**src/rtl/proc_pkg.sv**
```systemverilog
// Shared constants for the 16-bit multicycle processor: data width, bus
// source select codes, opcodes and the immediate decoder.
package proc_pkg;

  localparam int DATA_W = 16;
  localparam int NREGS  = 8;

  localparam logic [3:0] SEL_PC_REG = 4'd7;
  localparam logic [3:0] SEL_IR_REG = 4'd8;
  localparam logic [3:0] SEL_G_REG  = 4'd9;
  localparam logic [3:0] SEL_DIN    = 4'd10;

  typedef enum logic [2:0] {
    OP_MV  = 3'd0,
    OP_MVT = 3'd1,
    OP_ADD = 3'd2,
    OP_SUB = 3'd3,
    OP_LD  = 3'd4,
    OP_ST  = 3'd5,
    OP_AND = 3'd6
  } opcode_t;

  // MVT places its 8-bit field in the upper byte; everything else zero-extends 9 bits.
  function automatic logic [DATA_W-1:0] imm_decode(input logic [DATA_W-1:0] ir);
    if (ir[15:13] == 3'(OP_MVT))
      return {ir[7:0], 8'h00};
    else
      return {7'b0, ir[8:0]};
  endfunction

endpackage

```
**src/rtl/proc_datapath_if.sv**
```systemverilog
// Control/status bundle between the control FSM and the datapath, plus the
// memory-side DIN/ADDR/DOUT/W signals.
interface proc_datapath_if;
  import proc_pkg::*;

  logic [DATA_W-1:0] DIN;
  logic [3:0]        sel;
  logic [NREGS-1:0]  RX_in;
  logic              IR_in;
  logic              A_in;
  logic              G_in;
  logic              ADDR_in;
  logic              DOUT_in;
  logic              PC_in;
  logic              pc_incr;
  logic              add_sub_ctrl;
  logic              W_inp;

  logic [DATA_W-1:0] IR_out;
  logic [DATA_W-1:0] ADDR;
  logic [DATA_W-1:0] DOUT;
  logic              W;
  logic              cout;
  logic              z_flag;
  logic              n_flag;

  modport master (
    output DIN, sel, RX_in, IR_in, A_in, G_in, ADDR_in, DOUT_in, PC_in,
           pc_incr, add_sub_ctrl, W_inp,
    input  IR_out, ADDR, DOUT, W, cout, z_flag, n_flag
  );

  modport slave (
    input  DIN, sel, RX_in, IR_in, A_in, G_in, ADDR_in, DOUT_in, PC_in,
           pc_incr, add_sub_ctrl, W_inp,
    output IR_out, ADDR, DOUT, W, cout, z_flag, n_flag
  );

endinterface

```
**src/rtl/proc_alu.sv**
```systemverilog
// Combinational ALU: add, subtract (two's complement via ~bus + 1) or AND.
module proc_alu
  import proc_pkg::*;
(
  input  logic [DATA_W-1:0] a,
  input  logic [DATA_W-1:0] bus,
  input  logic              add_sub_ctrl,
  input  logic [2:0]        opcode,
  output logic [DATA_W-1:0] result,
  output logic              carry,
  output logic              zero,
  output logic              neg
);

  logic [DATA_W:0] sum;

  // Carry out of the 17-bit sum; for subtract it reads as "no borrow".
  always_comb begin
    sum = {1'b0, a} + {1'b0, (add_sub_ctrl ? ~bus : bus)} + 17'(add_sub_ctrl);
    if (opcode == 3'(OP_AND)) begin
      result = a & bus;
      carry  = 1'b0;
    end else begin
      result = sum[DATA_W-1:0];
      carry  = sum[DATA_W];
    end
    zero = (result == '0);
    neg  = result[DATA_W-1];
  end

endmodule

```
**src/rtl/proc_datapath.sv**
```systemverilog
// Datapath of the 16-bit multicycle processor: register file R0-R7 (R7 = PC),
// IR, A/G, memory interface registers and condition flags.
module proc_datapath
  import proc_pkg::*;
(
  input  logic          clk,
  input  logic          reset,
  proc_datapath_if.slave dp
);

  logic [DATA_W-1:0] r [NREGS];
  logic [DATA_W-1:0] ir_q;
  logic [DATA_W-1:0] a_q;
  logic [DATA_W-1:0] g_q;
  logic [DATA_W-1:0] addr_q;
  logic [DATA_W-1:0] dout_q;
  logic              w_q;
  logic              cout_q;
  logic              z_q;
  logic              n_q;

  logic [DATA_W-1:0] bus;
  logic [DATA_W-1:0] imm;
  logic [DATA_W-1:0] alu_res;
  logic              alu_carry;
  logic              alu_zero;
  logic              alu_neg;

  assign imm = imm_decode(ir_q);

  // Bus source mux; codes above SEL_DIN drive zero.
  always_comb begin
    bus = '0;
    if (!dp.sel[3]) begin
      bus = r[dp.sel[2:0]];
    end else begin
      case (dp.sel)
        SEL_IR_REG: bus = imm;
        SEL_G_REG:  bus = g_q;
        SEL_DIN:    bus = dp.DIN;
        default:    bus = '0;
      endcase
    end
  end

  proc_alu u_alu (
    .a            (a_q),
    .bus          (bus),
    .add_sub_ctrl (dp.add_sub_ctrl),
    .opcode       (ir_q[15:13]),
    .result       (alu_res),
    .carry        (alu_carry),
    .zero         (alu_zero),
    .neg          (alu_neg)
  );

  // Register file; R7 gives a bus load priority over the PC increment.
  always_ff @(posedge clk) begin
    if (reset) begin
      for (int k = 0; k < NREGS; k++) r[k] <= '0;
    end else begin
      for (int k = 0; k < NREGS - 1; k++)
        if (!dp.RX_in[k]) r[k] <= bus;
      if (!dp.RX_in[NREGS-1] || !dp.PC_in)
        r[NREGS-1] <= bus;
      else if (dp.pc_incr)
        r[NREGS-1] <= r[NREGS-1] + 16'd1;
    end
  end

  // IR, A, ADDR, DOUT loads and the registered write strobe.
  always_ff @(posedge clk) begin
    if (reset) begin
      ir_q   <= '0;
      a_q    <= '0;
      addr_q <= '0;
      dout_q <= '0;
      w_q    <= 1'b0;
    end else begin
      if (!dp.IR_in)   ir_q   <= dp.DIN;
      if (!dp.A_in)    a_q    <= bus;
      if (!dp.ADDR_in) addr_q <= bus;
      if (!dp.DOUT_in) dout_q <= bus;
      w_q <= dp.W_inp;
    end
  end

  // G and the flags capture the ALU together and hold otherwise.
  always_ff @(posedge clk) begin
    if (reset) begin
      g_q    <= '0;
      cout_q <= 1'b0;
      z_q    <= 1'b0;
      n_q    <= 1'b0;
    end else if (!dp.G_in) begin
      g_q    <= alu_res;
      cout_q <= alu_carry;
      z_q    <= alu_zero;
      n_q    <= alu_neg;
    end
  end

  assign dp.IR_out = ir_q;
  assign dp.ADDR   = addr_q;
  assign dp.DOUT   = dout_q;
  assign dp.W      = w_q;
  assign dp.cout   = cout_q;
  assign dp.z_flag = z_q;
  assign dp.n_flag = n_q;

endmodule

```
**src/flat_wrapper.sv**
```systemverilog
// flat-port wrapper written by rule: the top's interface ports become plain ports
module proc_datapath_flat import proc_pkg::*;
  (clk, reset, dp_DIN, dp_sel, dp_RX_in, dp_IR_in, dp_A_in, dp_G_in, dp_ADDR_in, dp_DOUT_in, dp_PC_in, dp_pc_incr, dp_add_sub_ctrl, dp_W_inp, dp_IR_out, dp_ADDR, dp_DOUT, dp_W, dp_cout, dp_z_flag, dp_n_flag);
  proc_datapath_if dp_i ();
  input  logic clk;
  input  logic reset;
  input wire logic [$bits(dp_i.DIN)-1:0] dp_DIN;
  input wire logic [$bits(dp_i.sel)-1:0] dp_sel;
  input wire logic [$bits(dp_i.RX_in)-1:0] dp_RX_in;
  input wire logic [$bits(dp_i.IR_in)-1:0] dp_IR_in;
  input wire logic [$bits(dp_i.A_in)-1:0] dp_A_in;
  input wire logic [$bits(dp_i.G_in)-1:0] dp_G_in;
  input wire logic [$bits(dp_i.ADDR_in)-1:0] dp_ADDR_in;
  input wire logic [$bits(dp_i.DOUT_in)-1:0] dp_DOUT_in;
  input wire logic [$bits(dp_i.PC_in)-1:0] dp_PC_in;
  input wire logic [$bits(dp_i.pc_incr)-1:0] dp_pc_incr;
  input wire logic [$bits(dp_i.add_sub_ctrl)-1:0] dp_add_sub_ctrl;
  input wire logic [$bits(dp_i.W_inp)-1:0] dp_W_inp;
  output wire logic [$bits(dp_i.IR_out)-1:0] dp_IR_out;
  output wire logic [$bits(dp_i.ADDR)-1:0] dp_ADDR;
  output wire logic [$bits(dp_i.DOUT)-1:0] dp_DOUT;
  output wire logic [$bits(dp_i.W)-1:0] dp_W;
  output wire logic [$bits(dp_i.cout)-1:0] dp_cout;
  output wire logic [$bits(dp_i.z_flag)-1:0] dp_z_flag;
  output wire logic [$bits(dp_i.n_flag)-1:0] dp_n_flag;
  assign dp_i.DIN = dp_DIN;
  assign dp_i.sel = dp_sel;
  assign dp_i.RX_in = dp_RX_in;
  assign dp_i.IR_in = dp_IR_in;
  assign dp_i.A_in = dp_A_in;
  assign dp_i.G_in = dp_G_in;
  assign dp_i.ADDR_in = dp_ADDR_in;
  assign dp_i.DOUT_in = dp_DOUT_in;
  assign dp_i.PC_in = dp_PC_in;
  assign dp_i.pc_incr = dp_pc_incr;
  assign dp_i.add_sub_ctrl = dp_add_sub_ctrl;
  assign dp_i.W_inp = dp_W_inp;
  assign dp_IR_out = dp_i.IR_out;
  assign dp_ADDR = dp_i.ADDR;
  assign dp_DOUT = dp_i.DOUT;
  assign dp_W = dp_i.W;
  assign dp_cout = dp_i.cout;
  assign dp_z_flag = dp_i.z_flag;
  assign dp_n_flag = dp_i.n_flag;
  proc_datapath u_core (.clk(clk), .reset(reset), .dp(dp_i));
endmodule
```
**config.mk**
```make
export PLATFORM = sky130hd
export DESIGN_NAME = proc_datapath_flat
export DESIGN_NICKNAME = d
export VERILOG_FILES = /design/src/rtl/proc_pkg.sv /design/src/rtl/proc_datapath_if.sv /design/src/rtl/proc_alu.sv /design/src/rtl/proc_datapath.sv /design/src/flat_wrapper.sv
export SDC_FILE = /design/constraint.sdc
export NUM_CORES = 1
export LEC_CHECK = 0
export ABC_CLOCK_PERIOD_IN_PS = 5600
export CORE_MARGIN = 3
export CORE_UTILIZATION = 50
export CTS_BUF_LIST = sky130_fd_sc_hd__clkbuf_16
export CTS_CLUSTER_DIAMETER = 100
export DETAILED_ROUTE_END_ITERATION = 8
export GPL_TIMING_DRIVEN = 0
export PLACE_DENSITY = 0.7
export SKIP_CTS_REPAIR_TIMING = 1
export SYNTH_ARGS = -nofsm -noshare
export SYNTH_HDL_FRONTEND = slang
export SYNTH_HIERARCHICAL = 1
export SYNTH_SLANG_ARGS = --single-unit
```
**constraint.sdc**
```tcl
create_clock -name clk -period 5.6 [get_ports clk]
set_input_delay 0.56 -clock clk [delete_from_list [all_inputs] [get_ports clk]]
set_output_delay 0.56 -clock clk [all_outputs]
set_load 0.1 [all_outputs]
```
==> results.tsv <==
stage	metric	value	unit
outcome	status	completed	
synth	synth_cell_type_count	80	
synth	seq_area_frac_synth	50.9	%
synth	syn_inst	992	
clock_network	cts_tree	built	
worst_setup_path	path_class	in2reg	
timing	worst_pin_slew	1070	ps
timing	rsz0062_at_grt	false	
worst_setup_path	crit_arrival	5700	ps
timing	period_needed	5260	ps
global_route	grt_pass1_vias	8029	
placed_design	placed_area	12100	um^2
detailed_routing	via_per_inst	6.08	
clock_network	cts_buffer_depth	3	
layout	nets	1158	
clock_network	clkSinkCount	212	
placed_design	dp_cells	1351	
clock_network	clock_latency	520	ps
die	die_w	153	um
detailed_routing	drt-initial-drc-count	887	
worst_setup_path	rr_startpoint	u_core/dp.IR_out[13]	
hold_path	hp-class	reg2reg	
die	core	21200	um^2
synth	synth_fp_nets	1049	
synth	async_reset_ff_share	0	%
worst_setup_path	reg2reg_depth	19	
synth	synthTopCellsByCount	nor2_1 (208), edfxtp_1 (128), dfxtp_1 (84)	
timing	fmax	190	MHz
detailed_routing	drtPass1Iterations	5	
worst_setup_path	crit_chain	clkdlybuf4s50_1 -> inv_1 -> and2_1 -> a22oi_1 -> o221ai_2 -> buf_6 -> inv_1 -> mux2i_1 -> inv_1 -> fa_1 -> a211oi_2 -> or4_1 -> nand3_2 -> nor4_1 -> nand4b_1 -> or4_1 -> or4_1 -> nor4_2 -> mux2i_1 -> nor2_1	
detailed_routing	vias	8469	
synth	yosys_warnings	6	
timing	setup_viol	0	
clock_network	htree_levels	1	
pwr	p_leak	0.00498	uW
synth	synth_most_common_cell	nor2_1	
global_route	grt_start_max_net_pins	17	
placed_design	gp_congestion	0.939	
layout	drive_above_1_share	13.5	%
worst_setup_path	crit_path_top_delay_cell	clkdlybuf4s50_1	
worst_setup_path	startpoint_type	input pin	
worst_setup_path	critPathLaunch	dp_sel[3]	
clock_network	cts_root_buf	clkbuf_16	
synth	synth.top_cells.by_area	edfxtp_1 (35%), dfxtp_1 (15%), nor2_1 (7.2%)	
worst_setup_path	end_kind	flip-flop	
die	num_rows	53	
detailed_routing	wl	32500	um
detailed_routing	wl_per_cell	23.3	um
detailed_routing	ant_nets	0	
worst_setup_path	cp_num_cells	20	
layout	area_growth	18.2	%
timing	max_slew_margin	28.5	%
die	dieHeight	153	um
pwr	power.density	339	nW/um^2
timing	fin_crit_sh	94.0	%
die	ios	91	
clock_network	cts_buffers	24	
synth	synth_top_area_share	35.4	%
placed_design	dp_hpwl	23700	um
layout	final_util	60.7	%
layout	final_area	12800	um^2
die	start_util	51.4	%
synth	synth-main-ff-cell	edfxtp_1	
worst_setup_path	cp.buffers_inverters	5	
worst_setup_path	reg2reg_slack	530	ps
layout	finalNonFillerCells	1394	
die	die-area	23500	um^2
worst_setup_path	path_max_fanout	12	
pwr	ir_worst_vdd	0.216	mV
layout	num_antenna_cells	0	
clock_network	clkSlewWorstSetupHoldPaths	60	ps
timing	fin_skew	12.5	ps
placed_design	port_buffers	84	
global_route	grtUsageTotal	26.8	%
synth	avgSynthCellArea	11.0	um^2
synth	syn_area	10900	um^2
worst_setup_path	r2r_end	u_core/dp.z_flag	
global_route	grt_pass1_wl	48500	um
layout	fillCellCount	1747	
worst_setup_path	cp_top_family	simple AND/OR/NAND/NOR gates	
synth	synth_seq_cells	212	
synth	yosysTopAreaCell	edfxtp_1	
timing	fin_tns_setup	0	ps
timing	holdWs	475	ps
synth	synth-edff-count	128	
worst_setup_path	required	6040	ps
timing	hold_viol_final	0	
detailed_routing	drc_errors	0	
worst_setup_path	max_stage_delay	610	ps
timing	finalMaxSlewViolations	0	
worst_setup_path	critPathCapture	u_core/dp.z_flag	
global_route	antenna_found_initial	1	
global_route	grt-ovfl-total	0	
job	drv_cap	0	
==> cell type report <==
type	instances	area (um^2)	area share (%)
Sequential cell	212	5530	43.0
Multi-Input combinational cell	677	4720	36.8
Timing Repair Buffer	84	841	6.55
Clock buffer	25	626	4.87
Buffer	76	515	4.01
Tap cell	275	344	2.68
Clock inverter	19	174	1.35
Inverter	26	97.6	0.760
==> logic make-up after synthesis <==
kind of cell	synth area share, %
and+or+nand+nor	15.7
adders and majority gates	2.14
muxes	10.1
xor gates and xnor gates	3.06
buffers and inverters	5.68
AOI/OAI and AO/OA	12.5
DFF	50.9
==> layout by cell type (no fill, tap or decap), drive strengths merged, types with 18 or more instances in the layout <==
master         instances
clkdlybuf4s50         84
nor2                 210
mux2i                 56
mux4                  20
a21oi                 23
dfxtp                 84
xor2                  29
clkbuf                56
edfxtp               128
buf                   45
nand2                 51
nand3                 32
a211oi                44
inv                   27
o21ai                 18
==> worst min-delay path, cell delays in order, from the launching register on <==
cell and delay [ps]:
dfxtp_1 310, nand2_1 50, o22ai_1 60
==> flip-flops by register name (all words and copies together) (netlist names) <==
signal,cells
u_core/dp.IR_out,16
u_core/r,128
u_core/g_q,16
u_core/dp.cout,1
u_core/dp.DOUT,16
u_core/dp.n_flag,1
u_core/a_q,16
u_core/dp.z_flag,1
u_core/dp.W,1
u_core/dp.ADDR,16
==> routing by layer <==
metal	share of wire, %	vias to the layer above	GRT usage (%)
met2	45	455	41.8
met1	42	4121	37.7
met5	0	-	0
met3	9.7	69	4.78
met4	3.7	0	9.80
li1	-	3824	-
==> stage by stage <==
step                power [uW]  setup slack (ps)
global route              4510             0.512
global placement          2780              -219
detailed placement        2790              -232
CTS                       4370               296
floorplan                 2520               696
finish                    4360               337
==> report_power, final <==
part           switching, uW  leakage, uW  internal, uW
sequential              72.6      0.00212          1790
combinational            610      0.00247           311
clock                    635     0.000389           947
total                   1320      0.00498          3040
==> worst min path at each step <==
stage / start / endpoint / slack [ps] / cells past startpoint
2_1_floorplan: u_core/a_q[15] / u_core/a_q[15] / 460 / 2
3_3_place_gp: u_core/dp.DOUT[0] / u_core/dp.DOUT[0] / 460 / 2
3_5_place_dp: u_core/dp.DOUT[0] / u_core/dp.DOUT[0] / 470 / 2
4_1_cts: u_core/dp.DOUT[0] / u_core/dp.DOUT[0] / 480 / 2
5_1_grt: u_core/dp.ADDR[0] / u_core/dp.ADDR[0] / 500 / 2
6_report: u_core/dp.DOUT[0] / u_core/dp.DOUT[0] / 480 / 2
(Power assumes the default switching activity.)
